## src/rtl/bk_sd_xfer.sv

```systemverilog
// Backup-RAM sector transfer engine: streams the backup SRAM image to/from the
// HPS virtual-disk port one 512-byte sector at a time.
module bk_sd_xfer #(
    parameter int NUM_SECTORS = 64,
    parameter int SEC_W       = $clog2(NUM_SECTORS)
) (
    input  logic                clk_sys,
    input  logic                reset_n,

    input  logic                img_mounted,
    input  logic                img_readonly,
    input  logic [63:0]         img_size,

    input  logic                bk_load,
    input  logic                bk_save,
    output logic                bk_ena,
    output logic                bk_loading,
    output logic                bk_saving,

    output logic [31:0]         sd_lba,
    output logic                sd_rd,
    output logic                sd_wr,
    input  logic                sd_ack,
    input  logic [7:0]          sd_buff_addr,
    input  logic [15:0]         sd_buff_dout,
    input  logic                sd_buff_wr,
    output logic [15:0]         sd_buff_din,

    output logic [SEC_W+7:0]    ram_addr,
    output logic                ram_we,
    output logic [15:0]         ram_din,
    input  logic [15:0]         ram_dout
);

    // state | meaning
    // IDLE  | no transfer; waiting for a load/save request edge
    // REQ   | sd_rd/sd_wr raised for the current sector; waiting for sd_ack
    // XFER  | host is moving the sector; waiting for sd_ack to drop
    // NEXT  | sector finished; advance to the next one or return to IDLE
    typedef enum logic [1:0] {
        IDLE = 2'd0,
        REQ  = 2'd1,
        XFER = 2'd2,
        NEXT = 2'd3
    } state_t;

    localparam logic [63:0]      IMG_BYTES = 64'(NUM_SECTORS) * 64'd512;
    localparam logic [SEC_W-1:0] LAST_SEC  = SEC_W'(NUM_SECTORS - 1);

    state_t           state;
    state_t           state_nx;
    logic [SEC_W-1:0] sector;
    logic             dir;
    logic             dir_nx;
    logic             ro;
    logic             bk_load_q;
    logic             bk_save_q;
    logic             load_edge;
    logic             save_edge;
    logic             start_load;
    logic             start_save;
    logic             busy;

    assign load_edge  = bk_load & ~bk_load_q;
    assign save_edge  = bk_save & ~bk_save_q;
    // A load wins when both edges land in the same cycle.
    assign start_load = load_edge & bk_ena;
    assign start_save = save_edge & bk_ena & ~ro & ~start_load;

    always_ff @(posedge clk_sys or negedge reset_n) begin
        if (!reset_n) begin
            state <= IDLE;
        end else begin
            state <= state_nx;
        end
    end

    always_comb begin
        state_nx = state;
        case (state)
            IDLE: begin
                if (start_load || start_save) begin
                    state_nx = REQ;
                end
            end
            REQ: begin
                if (sd_ack) begin
                    state_nx = XFER;
                end
            end
            XFER: begin
                if (!sd_ack) begin
                    state_nx = NEXT;
                end
            end
            NEXT: begin
                state_nx = (sector == LAST_SEC) ? IDLE : REQ;
            end
            default: state_nx = IDLE;
        endcase
        // A remount invalidates whatever image was being transferred.
        if (img_mounted && state != IDLE) begin
            state_nx = IDLE;
        end
    end

    assign dir_nx = (state == IDLE) ? start_save : dir;

    always_ff @(posedge clk_sys or negedge reset_n) begin
        if (!reset_n) begin
            sector    <= '0;
            dir       <= 1'b0;
            bk_ena    <= 1'b0;
            ro        <= 1'b0;
            bk_load_q <= 1'b0;
            bk_save_q <= 1'b0;
            sd_rd     <= 1'b0;
            sd_wr     <= 1'b0;
        end else begin
            bk_load_q <= bk_load;
            bk_save_q <= bk_save;
            if (img_mounted) begin
                bk_ena <= (img_size >= IMG_BYTES);
                ro     <= img_readonly;
            end
            if (state == IDLE && state_nx == REQ) begin
                sector <= '0;
                dir    <= start_save;
            end else if (state == NEXT && state_nx == REQ) begin
                sector <= sector + 1'b1;
            end
            // Registered so the request is clean and drops the cycle after ack.
            sd_rd <= (state_nx == REQ) & ~dir_nx;
            sd_wr <= (state_nx == REQ) & dir_nx;
        end
    end

    always_comb begin
        busy        = (state != IDLE);
        bk_loading  = busy & ~dir;
        bk_saving   = busy & dir;
        sd_lba      = busy ? 32'(sector) : 32'd0;
        ram_addr    = {sector, sd_buff_addr};
        ram_din     = sd_buff_dout;
        ram_we      = sd_buff_wr & sd_ack & bk_loading;
        sd_buff_din = ram_dout;
    end

endmodule

```

## config.mk

```make
export PLATFORM = sky130hd
export DESIGN_NAME = bk_sd_xfer
export DESIGN_NICKNAME = d
export VERILOG_FILES = /design/src/rtl/bk_sd_xfer.sv
export SDC_FILE = /design/constraint.sdc
export NUM_CORES = 1
export LEC_CHECK = 0
export ABC_AREA = 1
export ABC_CLOCK_PERIOD_IN_PS = 2400
export BUFFER_PORTS_ARGS = -buffer_cell sky130_fd_sc_hd__buf_2
export CAP_MARGIN = 40
export CORE_AREA = 2 2 76 78
export CTS_BUF_LIST = sky130_fd_sc_hd__clkbuf_16
export CTS_CLUSTER_SIZE = 10
export DETAILED_ROUTE_END_ITERATION = 10
export DIE_AREA = 0 0 78 80
export PLACE_DENSITY = 0.75
export SYNTH_ARGS = -nofsm -noshare
export SYNTH_HDL_FRONTEND = slang
export SYNTH_SLANG_ARGS = --single-unit
```

## constraint.sdc

```tcl
create_clock -name clk_sys -period 2.4 [get_ports clk_sys]
set_input_delay 0.12 -clock clk_sys [delete_from_list [all_inputs] [get_ports clk_sys]]
set_output_delay 0.12 -clock clk_sys [all_outputs]
set_load 0.005 [all_outputs]
```

## After elaboration in Yosys (flattened, before gate mapping)

Cells that the tools add are included.
W data, S select, Z words.

| word-level totals | value |
|---|---|
| bits of input ports | 112 |
| word-level logic and storage cells | 51 |
| register bits after elaboration | 15 |

| operators by class | value |
|---|---|
| order comparisons | 1 |
| eq/ne operators | 5 |
| bitwise logic cells | 18 |
| mux-type cells | 10 |
| $add $sub $neg | 1 |
| reductions and logical operators | 7 |

Operator list:

| operator | number |
|---|---|
| $ge A64 B16 Y1 const B | 1 |
| $mux W6 | 3 |
| $and A1 B1 Y1 | 12 |
| $mux W2 | 4 |
| $pmux W2 S4 | 1 |
| $add A6 B1 Y6 const B | 1 |
| $eq A6 B6 Y1 const B | 1 |
| $not A1 Y1 | 6 |
| $eq A2 B1 Y1 const B | 2 |
| $eq A2 B2 Y1 const B | 2 |
| $reduce_bool A2 Y1 | 2 |
| $logic_and A1 B1 Y1 | 3 |
| $logic_not A2 Y1 | 1 |
| $mux W1 | 2 |
| $logic_or A1 B1 Y1 | 1 |

## Depth between registers and ports, before layout

| logic depth | value |
|---|---|
| depth in word-level cells | 13 |
| gate-level depth with buffers | 8 |

## Worst setup path before layout

OpenSTA, ideal clock, no wires.

| timing | value |
|---|---|
| path type | flip-flop to flip-flop |
| start point | reg sector[0] |
| end point | reg sector[2] |
| arrival time | 1.162 ns |
| period minus slack after synthesis | 1.279 ns |
| buffers on the path | 0 |
| data required time | 2.283 ns |
| cell stages (with the launch flop) | 9 |
| path slack | 1.121 ns |
| cells stage by stage | dfrtp_1 -> ha_1 -> nand2_2 -> nor2_4 -> nand2_2 -> nand3_4 -> nand2_4 -> nand2_1 -> nand2_1 |

| between the ends | value |
|---|---|
| cells in the longest elaborated chain, start to end | 7 |
| elaborated cells between the ends (all ways) | 11 |
| those cells by class | add/sub: 1; eq/ne: 2; mux: 5; reduce/logical: 3 |

Ends and longest elaborated chain:

| what | line | RTL |
|---|---|---|
| start: declaration | 52 | `logic [SEC_W-1:0] sector;` |
| start signal: assignment | 130 | `sector <= sector + 1'b1;` |
| $eq A6 B6 Y1 | 97 | `state_nx = (sector == LAST_SEC) ? IDLE : REQ;` |
| $mux W1 | 97 |  |
| $pmux W2 S4 | 80 | `case (state)` |
| $mux W2 | 102 | `if (img_mounted && state != IDLE) begin` |
| $eq A2 B1 Y1 | 126, 129 |  |
| $logic_and A1 B1 Y1 (on tied branches) | 126, 129 |  |
| $mux W6 / $reduce_bool A2 Y1 (equally long branches) | - |  |

Parallel ways exist; a longest one is shown, timed or not. The select of a mux whose other input is x is not followed.
A chain may end at the register's enable or synchronous reset.

## Final worst setup path

| timing | value |
|---|---|
| start point | reg sector[0] |
| end point | reg sector[3] |

The elaborated chain is that of the path after synthesis.

==> flow_summary.json <==
{
  "status": "complete, no violations",
  "port_buffers": 74,
  "wirelength_mm": 3.37,
  "synthAdderAreaFrac_pct": 0.814,
  "drtIter0Drc": 66,
  "nets": 380,
  "slowest_stage": "dfrtp_1",
  "dieArea_mm2": 0.00624,
  "async_flop_share_pct": 100,
  "synth_top_area_share_pct": 32.2,
  "total_power_uw": 865,
  "rsz0062_at_grt": "false",
  "synth_most_common_cell": "buf_4",
  "r2r_cells": 8,
  "synth_edf_count": 0,
  "finalInstanceArea_mm2": 0.00169,
  "synth-simple-area-share_pct": 32.7,
  "final_util_pct": 31.3,
  "overflow": 0,
  "worstSetupPathType": "reg2reg",
  "fin_crit_ns": 1.42,
  "clkTransAtPathRegs_ns": 0.05,
  "ys_ff_latch": 15,
  "min_path_type": "in2reg",
  "dpl_cell_area_mm2": 0.00160,
  "dr.pass1.iters": 4,
  "ant_nets": 0,
  "startpoint_type": "flop",
  "skew_ns": 0.00455,
  "initial_core_util_pct": 28.4,
  "yosysWarnings": 0,
  "place_congestion": 0.807,
  "required_ns": 2.54,
  "vias": 1327,
  "synthXorXnorAreaFrac_pct": 1.71,
  "reg2reg_to": "sector[3]",
  "path_buf_inv": 0,
  "synth_area_mm2": 0.00154,
  "cts-resized-gates": 0,
  "ys_types": 21,
  "synth_top_family_by_area": "buffers and inverters",
  "whs_ns": 0.00777,
  "viasPerCell": 3.93,
  "drive_above_1_share_pct": 33.8,
  "cts_root_buffer": "clkbuf_16",
  "netlist_top_cells_count": "buf_4, nor2_1, nand2_1",
  "cts_buffer_depth": 2,
  "diodes": 0,
  "cts_tree": "built",
  "drv_cap": 0,
  "ys.flop_type": "dfrtp_1",
  "setup_viol": 0,
  "cp.arrival_ns": 1.56,
  "maxSlewViolCount": 0,
  "power_density_mw_per_mm2": 511,
  "synth-compound-area-share_pct": 3.18,
  "rrSetupSlack_ns": 0.98,
  "ir_drop_uv": 244,
  "post-route-period-util_pct": 59.1,
  "worstHoldEndpoint": "bk_load_q",
  "grt_pass1_wl_mm": 5.22,
  "postSynthAreaPerCell_um2": 6.77,
  "crit_family": "simple AND/OR/NAND/NOR gates",
  "worstHoldStart": "bk_load",
  "crit_path_max_incr_delay_ns": 0.46,
  "antenna_found_initial": 0,
  "netlist_instances": 227,
  "grt_max_degree": 16,
  "clock_latency_ns": 0.25,
  "numCtsBuffers": 3,
  "worstSetupEndpointType": "flop",
  "rows": 27,
  "grt_pass1_vias": 1168,
  "yosysSeqAreaShare_pct": 24.4,
  "synth_mux_area_share_pct": 0,
  "fmax_mhz": 705,
  "yosysTopAreaCell": "buf_4",
  "crit_chain": "ha_1, nand2_2, nor2_4, nand2_2, nand3_4, nand2_4, nand2_1, nand2_1",
  "r2r-start": "sector[0]",
  "dieWidth_um": 78,
  "hold_viol": 0,
  "fp.dieH_um": 80,
  "core_mm2": 0.00541,
  "fillers": 595,
  "wl_per_cell_um": 9.98,
  "synth_area_leaders": "buf_4, dfrtp_1, nor2_1, nand2_1, inv_1",
  "h-tree-depth": 1,
  "syn_to_final_growth_pct": 10.3,
  "setup_tns_ns": 0,
  "crit_fanout": 8,
  "clock_sinks": 15,
  "power.leakage_nw": 0.951,
  "place_hpwl_mm": 2.85,
  "drc_errors": 0,
  "grt_use_total_pct": 10.7,
  "io_pins": 196,
  "whs_path_depth": 1
}
==> metrics by stage <==
| step | setup slack [ns] | cells |
|---|---|---|
| floorplan | 1.12 | 252 |
| global placement | 1.04 | 332 |
| detailed placement | 0.981 | 332 |
| CTS | 0.970 | 338 |
| global route | 0.860 | 338 |
| finish | 0.981 | 338 |
==> registers in the layout, indices dropped and copies added (netlist names) <==
register and cells:
ro 1, dir 1, sd_rd 1, sector 6
bk_load_q 1, state 2, sd_wr 1, bk_save_q 1
bk_ena 1
==> cells by family (layout without fill, tap and decap cells) <==
logic type | after synthesis | after routing
and+or+nand+nor | 113 | 113
buffers and inverters | 85 | 99
DFF | 15 | 15
AOI/OAI and AO/OA | 9 | 9
xor gates and xnor gates | 3 | 3
adders and majority gates | 1 | 1
other | 1 | 26
==> power by group <==
part	internal [mW]	switching, mW
Sequential	0.281	0.0262
Combinational	0.0975	0.134
Clock	0.221	0.106
==> how the worst max path moves through the flow <==
stage / startpoint / end / slack (ns) / cells past startpoint
floorplan: sector[0] / sector[2] / 1.12 / 8
global placement: sector[0] / sector[3] / 1.04 / 8
detailed placement: sector[0] / sector[2] / 0.98 / 8
CTS: sector[0] / sector[2] / 0.97 / 8
global route: sector[0] / sector[5] / 0.86 / 8
finish: sector[0] / sector[3] / 0.98 / 8
==> placed cells by master (no fill, tap or decap) <==
cell / Yosys / routed
nand4_1: 1 / 1
nand2_4: 3 / 3
o21ai_0: 2 / 2
nand3_1: 10 / 10
nor2_1: 53 / 53
xor2_1: 2 / 2
nand2_2: 4 / 4
dlygate4sd3_1: 0 / 2
and2_0: 1 / 1
dfrtp_1: 15 / 15
nor2_4: 2 / 2
conb_1: 1 / 26
buf_2: 0 / 74
o21ai_2: 1 / 1
nand2_1: 38 / 38
o21ai_1: 2 / 2
inv_1: 17 / 18
xnor2_1: 1 / 1
inv_2: 2 / 2
a21oi_1: 4 / 4
nand3_4: 1 / 1
ha_1: 1 / 1
clkbuf_16: 0 / 3
==> area by class of cell <==
class                      instances  area [um2]  area share (%)
clock buffer                       3        75.1            4.43
inverter                          19        71.3            4.21
sequential                        15         375            22.2
multi-input combinational        152         688            40.6
clock inverter                     1        3.75           0.222
timing repair buffer              76         390            23.0
tap                               72        90.1            5.32
==> layer usage <==
layer  GRT usage (%)  routed length, um
met5               0                  0
met4            6.32                 99
met1            10.9               1270
met3            2.60                252
met2            19.7               1750
==> what timing repair did <==
action | CTS | global route
hold endpoints to repair | 16 | 0
setup buffers | 0 | 0
hold buffers | 2 | 0
No activity file was read; power rests on OpenSTA's default activity.
